**config.mk**
```make
export PLATFORM = sky130hd
export DESIGN_NAME = lfsr16
export DESIGN_NICKNAME = d
export VERILOG_FILES = /design/src/rtl/lfsr16.sv
export SDC_FILE = /design/constraint.sdc
export NUM_CORES = 1
export LEC_CHECK = 0
export ABC_AREA = 1
export CAP_MARGIN = 10
export CORE_AREA = 5 5 42 44
export DETAILED_ROUTE_END_ITERATION = 10
export DIE_AREA = 0 0 47 49
export PLACE_DENSITY = 0.49
export SLEW_MARGIN = 10
export SYNTH_ARGS = -nofsm -noshare
export SYNTH_HDL_FRONTEND = slang
export SYNTH_SLANG_ARGS = --single-unit
```
**constraint.sdc**
```tcl
create_clock -name clk -period 0.9 [get_ports clk]
set_input_delay 0.18 -clock clk [delete_from_list [all_inputs] [get_ports clk]]
set_output_delay 0.18 -clock clk [all_outputs]
set_load 0.005 [all_outputs]
```
**src/rtl/lfsr16.sv**
```systemverilog
// Free-running 16-bit Fibonacci LFSR; exposes only its output bit.
module lfsr16 #(
    parameter logic [15:0] SEED = 16'hACE1,
    parameter logic [15:0] TAPS = 16'h002D
) (
    input  logic clk,
    input  logic rst_n,
    output logic lsb
);

    logic [15:0] state;

    always_ff @(posedge clk or negedge rst_n) begin
        if (!rst_n) begin
            state <= SEED;
        end else begin
            state <= {^(state & TAPS), state[15:1]};
        end
    end

    assign lsb = state[0];

endmodule

```
==> results.py <==
metrics = {
    "synth": {
        "synth_top_area_share_pct": 43.64,
        "synth.top_cells.by_area": "dfstp_2, dfrtp_1, nand2_1",
        "ys_warn_count": 0,
        "ys_seq_area_share_pct": 85.19,
        "synth_seq_cells": 16,
        "syn-num-nets": 35,
        "synth_area_um2": 481.7,
        "netlist_instances": 33,
        "synth_area_per_cell_um2": 14.60,
        "yosys.area.top_type": "dfstp_2",
        "synth.distinct_cells": 7,
    },
    "grt": {
        "grt_max_degree": 17,
        "grt.overflow.total": 0,
        "antenna_found_initial": 0,
        "grt_pass1_vias": 229,
        "grt_pass1_wl_um": 1041,
        "grt_usage_pct": 6.782,
    },
    "timing": {
        "setup_viol": 2,
        "fin_crit_ns": 1.084,
        "setup_ws_ns": -0.1838,
        "holdWs_ns": 0.2242,
        "fin_setup_tns_ns": -0.2733,
        "drv_slew": 0,
        "slew_headroom_pct": 88.07,
        "fin_skew_ns": 0.006578,
        "grt_setup_unrepaired": "yes",
        "hold_violations": 0,
        "tightest_slew_ns": 0.1790,
        "timing.final.crit_share_pct": 120.4,
        "timing.fmax_mhz": 922.6,
    },
    "worst_setup_path": {
        "critPathTopFamily": "flip-flops",
        "crit_start": "state[0]",
        "slowest_stage": "dfstp_2",
        "path_max_fanout": 2,
        "path_depth": 1,
        "r2r_cells": 6,
        "slowest_delay_ns": 0.54,
        "critPathCapture": "lsb",
        "rrSetupSlack_ns": -0.09,
        "startpoint_type": "flip-flop",
        "crit_arrival_ns": 0.90,
        "r2r_end": "state[15]",
        "endpoint_kind": "output port",
        "crit_required_ns": 0.72,
        "rr_startpoint": "state[0]",
        "critPathBufInv": 1,
        "crit_chain": "buf_6",
        "crit_type": "flip-flop to output port",
    },
    "clock_tree": {
        "cts_tree": "built",
        "cts_setup_buffers": 0,
        "clk_latency_ns": 0.27,
        "cts_made_buffers": 3,
        "clockBufferDepth": 2,
        "clk_pin_slew_ns": 0.08,
        "h-tree-depth": 1,
        "postCtsHoldBufs": 0,
        "cts_sinks": 16,
        "root_buffer": "clkbuf_4",
    },
    "die": {
        "die_area_um2": 2303,
        "core_um2": 1401,
        "io_pins": 3,
        "die_w_um": 47,
        "row_count": 14,
        "die_h_um": 49,
        "start_util_pct": 34.38,
    },
    "layout": {
        "area_growth_pct": 20.52,
        "fin_cells": 56,
        "final_common_cell": "nand2_1",
        "largest_reg_flops": 16,
        "final_nets": 44,
        "n_antenna_cell": 0,
        "final_cell_mix": "nand2_1, dfstp_2, dfrtp_1",
        "drive_above_1_share_pct": 40.00,
        "top_register": "state",
        "fin_util_pct": 41.43,
        "nFillCells": 138,
        "top_regs": "state x16",
    },
    "route": {
        "finalWirelength_um": 613,
        "avgViaCountPerCell": 4.000,
        "drc": 0,
        "firstDrtPassIters": 1,
        "wl_per_cell_um": 10.95,
        "drt_iter0_markers": 0,
        "antenna_left": 0,
        "vias": 224,
    },
    "outcome": {
        "violations": "negative setup slack",
        "status": "finished with violations",
    },
    "placed_design": {
        "gp_congestion": 0.7590,
        "dp_cells": 53,
        "dp_hpwl_um": 425.3,
        "io_buffers": 2,
    },
    "pwr": {
        "power_density_nw_per_um2": 1868,
        "leakage_nw": 0.2734,
        "ir_worst_vdd_v": 0.001246,
        "p_total_mw": 1.085,
    },
    "run": {
        "max-cap-violations": 0,
    },
    "min_path": {
        "hold_path_class": "input pin to asynchronous set/reset pin",
    },
}
[through the flow]
stage	area, µm²	worst slack (ns)
final	580.6	-0.1838
after global routing	580.6	-0.2222
after CTS	574.3	-0.2000
after detailed placement	549.3	-0.2819
after global placement	549.3	-0.2766
after floorplan	481.7	0.06870
[cell usage after synthesis]
master and number:
nand2_1 9, dfrtp_1 8, dfstp_2 8, inv_1 5, nor2_1 1, nor2_2 1
xnor2_1 1
[kinds of logic (layout without fill, tap and decap cells)]
group / Yosys count / count (layout) / synth area share [%]
flops: 16 / 16 / 85.19
simple gates: 11 / 11 / 9.090
buf+inv: 5 / 12 / 3.897
xor+xnor: 1 / 1 / 1.819
[layout make-up]
class,count,area (µm²),share of cell area [%]
inverter,5,18.77,3.233
multi-input combinational,12,60.06,10.34
timing repair buffer,4,48.80,8.405
sequential,16,410.4,70.69
tap,16,20.02,3.448
clock buffer,3,22.52,3.879
[metal layers]
layer / wire [µm] / share of wire [%] / vias to the layer above / global-route usage, %
li1: - / - / 108 / -
met1: 257 / 42 / 111 / 8.314
met2: 313 / 51 / 5 / 9.276
met3: 41 / 6.7 / 0 / 5.535
met4: 0 / 0 / 0 / 1.382
met5: 0 / 0 / - / 0
[repair_timing]
action	in CTS	in global routing
gates resized for setup	5	1
setup endpoints to repair	2	2
pin swaps	2	0
[report_power, final]
group	internal, mW	total [mW]	switching (mW)
logic	0.0125	0.0261	0.0136
registers	0.720	0.720	0
clock network	0.155	0.338	0.184
[how the worst min path moves through the flow]
stage / start / end
after floorplan: rst_n / state[12]
after detailed placement: state[9] / state[8]
after CTS: rst_n / state[2]
final: rst_n / state[2]
after global routing: rst_n / state[2]
after global placement: state[8] / state[7]
(Power assumes the default switching activity.)
